<file path="config.mk">
export PLATFORM = sky130hd
export DESIGN_NAME = vector3_unpack
export DESIGN_NICKNAME = d
export VERILOG_FILES = /design/src/rtl/vector3_pkg.sv /design/src/rtl/vector3_byte_collector.sv /design/src/rtl/vector3_unpack.sv
export SDC_FILE = /design/constraint.sdc
export NUM_CORES = 1
export LEC_CHECK = 0
export ABC_CLOCK_PERIOD_IN_PS = 2360
export CORE_MARGIN = 1.5
export CORE_UTILIZATION = 55
export DETAILED_ROUTE_END_ITERATION = 10
export PLACE_DENSITY = 0.81
export SYNTH_ARGS = -nofsm -noshare
export SYNTH_HDL_FRONTEND = slang
export SYNTH_SLANG_ARGS = --single-unit
</file>
<file path="constraint.sdc">
create_clock -name clk -period 2.36 [get_ports clk]
set_input_delay 0.354 -clock clk [delete_from_list [all_inputs] [get_ports clk]]
set_output_delay 0.354 -clock clk [all_outputs]
set_load 0.01 [all_outputs]
</file>
<file path="src/rtl/vector3_pkg.sv">
// Shared constants and types for the vector3 receive-side unpacker.
// The packed word is {a,b,c,d,e,f,marker}, MSB first, 5-bit fields and a 2-bit trailer.
package vector3_pkg;

    localparam int FIELD_W    = 5;
    localparam int NUM_FIELDS = 6;
    localparam int BYTE_W     = 8;
    localparam int WORD_W     = 32;
    localparam int MARKER_W   = 2;

    // LSB position of each field inside the packed word
    localparam int A_LSB      = 27;
    localparam int B_LSB      = 22;
    localparam int C_LSB      = 17;
    localparam int D_LSB      = 12;
    localparam int E_LSB      = 7;
    localparam int F_LSB      = 2;
    localparam int MARKER_LSB = 0;

    // Collector phase: COLLECT while bytes 0..2 are expected, LAST while byte 3 is expected
    typedef enum logic {
        COLLECT = 1'b0,
        LAST    = 1'b1
    } state_t;

endpackage

</file>
<file path="src/rtl/vector3_byte_collector.sv">
// Byte collector for vector3_unpack: shifts in bytes 0..2, tracks the byte index and
// gates in_ready so the completing byte waits while an undelivered frame is held.
// word/word_done are combinational: the full word is {bytes 0..2, current byte} in the
// cycle the completing byte transfers, so the top level can load it on that same edge.
//
// state   | meaning
// COLLECT | index 0..2; index 0 doubles as idle
// LAST    | index 3; the next accepted byte completes the frame
module vector3_byte_collector
    import vector3_pkg::*;
(
    input  logic                clk,
    input  logic                rst,
    input  logic [BYTE_W-1:0]   in_data,
    input  logic                in_valid,
    input  logic                out_valid,
    input  logic                out_ready,
    output logic                in_ready,
    output logic                word_done,
    output logic [WORD_W-1:0]   word
);

    localparam int COLLECT_W = WORD_W - BYTE_W;

    state_t               state;
    logic [1:0]           index;
    logic [COLLECT_W-1:0] collect;
    logic                 accept;

    // Only the completing byte can stall: an undelivered frame would otherwise be overwritten
    assign in_ready  = !(state == LAST && out_valid && !out_ready);
    assign accept    = in_valid && in_ready;
    assign word_done = accept && (state == LAST);
    assign word      = {collect, in_data};

    // Byte index, phase and shift register advance on every accepted byte
    always_ff @(posedge clk) begin
        if (rst) begin
            state   <= COLLECT;
            index   <= 2'd0;
            collect <= '0;
        end else if (accept) begin
            index   <= index + 2'd1;
            collect <= {collect[COLLECT_W-BYTE_W-1:0], in_data};
            state   <= (index == 2'd2) ? LAST : COLLECT;
        end
    end

endmodule

</file>
<file path="src/rtl/vector3_unpack.sv">
// vector3_unpack: reassembles the six 5-bit fields from a 4-byte packed stream and
// presents them on a registered valid/ready output.
// Optional feature macro: VECTOR3_UNPACK_MARKER_CHECK_EN
//   defined   - trailer compared against MARKER; mismatching frames dropped, frame_err pulses
//   undefined - trailer ignored, every completed frame delivered, frame_err stays 0
module vector3_unpack
    import vector3_pkg::*;
#(
    parameter logic [MARKER_W-1:0] MARKER = 2'b11
)
(
    input  logic               clk,
    input  logic               rst,
    input  logic [BYTE_W-1:0]  in_data,
    input  logic               in_valid,
    output logic               in_ready,
    output logic [FIELD_W-1:0] a,
    output logic [FIELD_W-1:0] b,
    output logic [FIELD_W-1:0] c,
    output logic [FIELD_W-1:0] d,
    output logic [FIELD_W-1:0] e,
    output logic [FIELD_W-1:0] f,
    output logic               out_valid,
    input  logic               out_ready,
    output logic               frame_err
);

    logic              word_done;
    logic [WORD_W-1:0] word;
    logic              marker_ok;
    logic              frame_ok;
    logic              frame_bad;

    vector3_byte_collector u_collector (
        .clk       (clk),
        .rst       (rst),
        .in_data   (in_data),
        .in_valid  (in_valid),
        .out_valid (out_valid),
        .out_ready (out_ready),
        .in_ready  (in_ready),
        .word_done (word_done),
        .word      (word)
    );

`ifdef VECTOR3_UNPACK_MARKER_CHECK_EN
    assign marker_ok = (word[MARKER_LSB +: MARKER_W] == MARKER);
`else
    // Trailer is still read so both builds use the same word bits; the result is forced true
    assign marker_ok = 1'b1 | (word[MARKER_LSB +: MARKER_W] == MARKER);
`endif

    assign frame_ok  = word_done && marker_ok;
    assign frame_bad = word_done && !marker_ok;

    // Output register: a completing frame wins over the consumer handshake, giving no bubble
    always_ff @(posedge clk) begin
        if (rst) begin
            out_valid <= 1'b0;
            a         <= '0;
            b         <= '0;
            c         <= '0;
            d         <= '0;
            e         <= '0;
            f         <= '0;
        end else if (frame_ok) begin
            out_valid <= 1'b1;
            a         <= word[A_LSB +: FIELD_W];
            b         <= word[B_LSB +: FIELD_W];
            c         <= word[C_LSB +: FIELD_W];
            d         <= word[D_LSB +: FIELD_W];
            e         <= word[E_LSB +: FIELD_W];
            f         <= word[F_LSB +: FIELD_W];
        end else if (out_valid && out_ready) begin
            out_valid <= 1'b0;
        end
    end

    // Single-cycle error pulse for a dropped frame
    always_ff @(posedge clk) begin
        if (rst) begin
            frame_err <= 1'b0;
        end else begin
            frame_err <= frame_bad;
        end
    end

endmodule

</file>
==> metrics, run 1 <==
Max clock buf depth=2; hold_buf cts=0; Slew Viols, Final=0; Final period util=79.7%; clk sinks=58; final setup violation count=0; Worst path slowest cell=clkdlybuf4s50_1; Final Hold Vio Count=0; max_cap viols=0; Fillers=341; RSZ-0062 raised after global routing=false; setup bufs post-CTS=0; most frequent cells in the layout=dfxtp_1 (58), clkdlybuf4s50_1 (42), nand2b_1 (33); hold_ws=0.463 ns; Post-DRT Antenna Nets=0; Buf/Inv on CP=2; Mapped Cells=245; Critical Path RT=2.01 ns; Yosys top cell by area=dfxtp_1; Vias/cell=5.41; Clock Skews=0.00461 ns; IO Pins=45; Leak Pwr=1.07 nW; GR peak layer=met2; commonest non-fill, non-tap cell in the layout=dfxtp_1; final wirelength=4.63 mm; DP Wirelength=2.86 mm; P&R area growth vs syn=25.2%; met2 Resource Use GR=36.4%; status=finished, final reports clean; Setup CP Type=in -> out; # DRC=0; Mapped Nets=258; Clk Latency, worst-skew pair=0.33 ns; Root Buffer=clkbuf_8; CP Cell Sequence=clkdlybuf4s50_1 > nand3b_4 > clkdlybuf4s50_1; Area contributors post-synth=dfxtp_1 (50%), mux2i_1 (10%), nand2b_1 (8.9%); Core Rows=23; Worst EP arrival=1.53 ns; Reg clk slew, reported paths=0.06 ns; total power=1.94 mW; Slew Limit Headroom=59.5%; Critical Path Source Type=input pin; Seq/Total Area, Yosys=50.2%; f_max=531 MHz; Netlist cell types=24; Initial Util=57.5%; Die Wd=67.9 um; initial antenna violation count=0; post-cts sizing count=0; vias in the first global route=1704; htree depth=3; gr ovfl total=0; Tmin final=1.88 ns; nature of the critical path endpoint=primary output; initial DRC count=141; gpl congestion=0.770; GR Layer Usage met1=27.8%; CTS tree=built; routed len/inst=13.8 um; layout cells sized above 1=8.36%; pwr/cell area=669 nW/um^2; yosys warns=0; worst-margin pin slew=0.608 ns; CP delay by family, top=buffers and inverters; internal reg-to-reg setup slack=0.97 ns; Total Nets Final=295; met3 Use GR=6.91%; GRT Total Usage=23.0%; Peak supply drop=0.000392 V; I/O Buffers=43; largest net degree at the start of global routing=38; synthesized area=2310 um^2; Vert. Die Dim=67.9 um; Mean Syn Cell Area=9.45 um^2; worst stage delay on the critical path=0.53 ns; worst-path maximum fanout=4; Total Neg Setup Slack=0 ns; routed via count=1822; n_diodes=0; first-pass GRT wire length=7.78 mm; Hold Path Class=reg -> reg; FF+latch count, synth=58; drt pass-1 iters=4; CTS Buf Count=9; Crit path top cell by count=clkdlybuf4s50_1; Die ar.=4610 um^2; Core ar.=4030 um^2; post-synth top area share=50.2%
cell usage after synthesis, drive strengths merged:
cell,n
nand3,30
clkbuf,16
o21ai,30
dfxtp,58
a211oi,1
nand2b,33
nand3b,1
mux2i,24
mux2,1
ha,1
buf,7
conb,1
a311oi,1
a21oi,32
nand2,1
inv,2
and2,2
nor2,3
nor2b,1
final timing paths:
check | from | end | cells after the start
setup / recovery | out_ready | in_ready | 3
hold reg to reg | u_collector.collect[16] | b[2] | 2
hold / removal | u_collector.collect[16] | b[2] | 2
setup reg to reg | u_collector.state | d[0] | 3
cell families (layout without fill, tap and decap cells):
kind of cell / after synthesis / count (layout) / share of synthesized area [%]
AOI/OAI and AO/OA: 64 / 64 / 14.1
adders and majority gates: 1 / 1 / 0.540
buffers and inverters: 25 / 67 / 6.27
DFF: 58 / 58 / 50.2
muxes: 25 / 25 / 10.9
other: 1 / 1 / 0.162
and+or+nand+nor: 71 / 71 / 17.9
through the flow:
| stage | std cells | utilization (%) | setup WS [ns] | instance area, um^2 |
|---|---|---|---|---|
| floorplan | 245 | - | 1.13 | 2310 |
| global placement | 321 | 67.9 | 0.486 | 2740 |
| detailed placement | 321 | 67.9 | 0.461 | 2740 |
| CTS | 337 | 72.0 | 0.474 | 2900 |
| global route | 337 | 72.0 | 0.440 | 2900 |
| finish | 337 | 72.0 | 0.478 | 2900 |
worst min-delay path: stages (launching register included):
cell,delay [ns]
dfxtp_1,0.31
nand3_1,0.06
a21oi_1,0.05
power by group:
part           internal, mW  total, mW  switching [mW]
Clock                 0.405      0.768           0.364
Combinational        0.0733      0.148          0.0746
Sequential             1.01       1.02          0.0152
Total                  1.48       1.94           0.454
metal layers:
metal	vias up	routed length [um]
met5	-	0
li1	918	-
met3	10	179
met1	855	2190
met2	39	2160
met4	0	95
flip-flops by register name, indices dropped and copies added, names as in the netlist:
register and cells:
out_valid 1, e 5, c 5, u_collector.state 1
f 5, d 5, a 5, u_collector.index 2
b 5, u_collector.collect 24
area by class of cell:
type                            count  area (um^2)  share of cell area [%]
Sequential cell                    58         1160                    40.1
Timing Repair Buffer               49          495                    17.1
Multi-Input combinational cell    162         1010                    34.8
Inverter                            2         7.51                   0.259
Clock buffer                       13          149                    5.14
Tap cell                           50         62.6                    2.16
Clock inverter                      3         15.0                   0.518
(Power assumes the default switching activity.)
==> run 2, diff against run 1 <==
- ABC_CLOCK_PERIOD_IN_PS: 2360 -> 1500
- CORE_UTILIZATION: 55 -> 46
- PLACE_DENSITY: 0.81 -> 0.72
- clock period: 2.36 -> 1.5 ns (I/O delays scaled with it)
==> run 2 against run 1 <==
Effect of this change: cell count increased by 6.2%; register-to-register slack lost 0.59 ns; critical path depth fell by 2; first-iteration DRC count decreased by 26%; final area up 6.5%; sequential power is 58% higher; clock power up 110%; sequential cell count is the same; via count decreased by 0.33%; worst setup slack worse by 0.43 ns; combinational power up 73%; global-route usage down 3.5 points; critical endpoint is now c[0].
==> metrics, run 2 (same netlist as run 1, synthesis figures left out) <==
vias in the first global route=1723; initial antenna violation count=0; Slew Viols, Final=0; Final Hold Vio Count=0; CTS tree=built; htree depth=3; Placed Cells incl. Taps=342; Initial Util=48.4%; final setup margin=0.0478 ns; Max clock buf depth=2; Die ar.=5470 um^2; Vias/cell=5.07; DP Wirelength=2.85 mm; I/O Buffers=43; Worst path slowest cell=clkdlybuf4s50_1; Worst EP arrival=1.23 ns; Clock Skews=0.00472 ns; CTS Buf Count=9; hold_ws=0.346 ns; Final period util=96.8%; Total Neg Setup Slack=0 ns; setup bufs post-CTS=0; Reg clk slew, reported paths=0.07 ns; Post-DRT Antenna Nets=0; GRT Total Usage=19.5%; Root Buffer=clkbuf_8; most frequent cells in the layout=dfxtp_1 (57), clkdlybuf4s50_1 (38), nand2b_1 (33); status=finished, final reports clean; n_diodes=0; worst stage delay on the critical path=0.54 ns; gpl congestion=0.756; pre-CTS setup slack=-0.127 ns; P&R area growth vs syn=33.4%; drt pass-1 iters=4; RSZ-0062 raised after global routing=false; total power=3.44 mW; met3 WL=186 um; routed len/inst=13.1 um; met2 WL=2.21 mm; Biggest register=u_collector.collect; commonest non-fill, non-tap cell in the layout=dfxtp_1; Hold Path Class=in -> reg; CP Cell Sequence=clkdlybuf4s50_1; Tmin final=1.45 ns; Clk Latency, worst-skew pair=0.33 ns; Die Wd=73.9 um; top routing layer in use=met4; largest net degree at the start of global routing=68; Core ar.=4790 um^2; WL met1=2.23 mm; Peak supply drop=0.000808 V; Setup CP Type=reg -> out; layout cells sized above 1=10.7%; worst-path maximum fanout=2; IO Pins=45; # DRC=0; Critical Path RT=1.27 ns; clk sinks=58; Vert. Die Dim=73.9 um; pwr/cell area=1110 nW/um^2; initial DRC count=105; Core Rows=25; Buf/Inv on CP=1; first-pass GRT wire length=7.98 mm; routed via count=1816; nature of the critical path endpoint=primary output; internal reg-to-reg setup slack=0.38 ns; Leak Pwr=1.20 nW; Critical Path Source Type=flop; f_max=689 MHz; final wirelength=4.71 mm; max_cap viols=0; final std cells w/o fill=358; gr ovfl total=0; Total Nets Final=299; CP delay by family, top=buffers and inverters; max FFs per register=24; final setup violation count=0
run 2: cell types whose count changed in the layout (fill, tap and decap cells not counted), moves of 2 or more:
cell | before | now
bufinv_16 | 0 | 2
dlymetal6s2s_1 | 0 | 3
clkdlybuf4s50_1 | 42 | 38
buf_4 | 4 | 2
buf_12 | 2 | 8
clkbuf_1 | 3 | 1
run 2: power by group:
group | switching, mW | internal (mW) | total [mW]
Clock | 0.605 | 0.975 | 1.58
Combinational | 0.121 | 0.135 | 0.256
Sequential | 0.0235 | 1.58 | 1.61
Total | 0.749 | 2.69 | 3.44
run 2: worst paths after layout:
kind	start	end	cells after the start
hold reg to reg	u_collector.collect[16]	b[2]	2
setup reg to reg	out_valid	a[0]	4
setup / recovery	c[0]	c[0]	1
hold / removal	rst	a[2]	3
run 2: metrics by stage:
stage / area, um^2 / util, %
2_1_floorplan: 2310 / -
3_3_place_gp: 2860 / 59.8
3_5_place_dp: 2860 / 59.8
4_1_cts: 3080 / 64.4
5_1_grt: 3090 / 64.5
6_report: 3090 / 64.5
run 2: cell type report:
type / instances / area [um^2]
Inverter: 2 / 7.51
Tap cell: 67 / 83.8
Sequential cell: 58 / 1160
Clock inverter: 5 / 77.6
Timing Repair Buffer: 53 / 607
Fill cell: 422 / 1700
Clock buffer: 11 / 141
Multi-Input combinational cell: 162 / 1010
run 2: what timing repair did:
action                     in CTS  in global routing
gates resized for setup         2                  3
setup endpoints to repair       2                  3
hold buffers                    0                  0
run 2: layer usage:
metal / vias to the layer above / GRT usage, %
met1: 848 / 24.2
met2: 35 / 30.9
met5: - / 0
met4: 0 / 9.26
met3: 7 / 6.10
li1: 926 / -
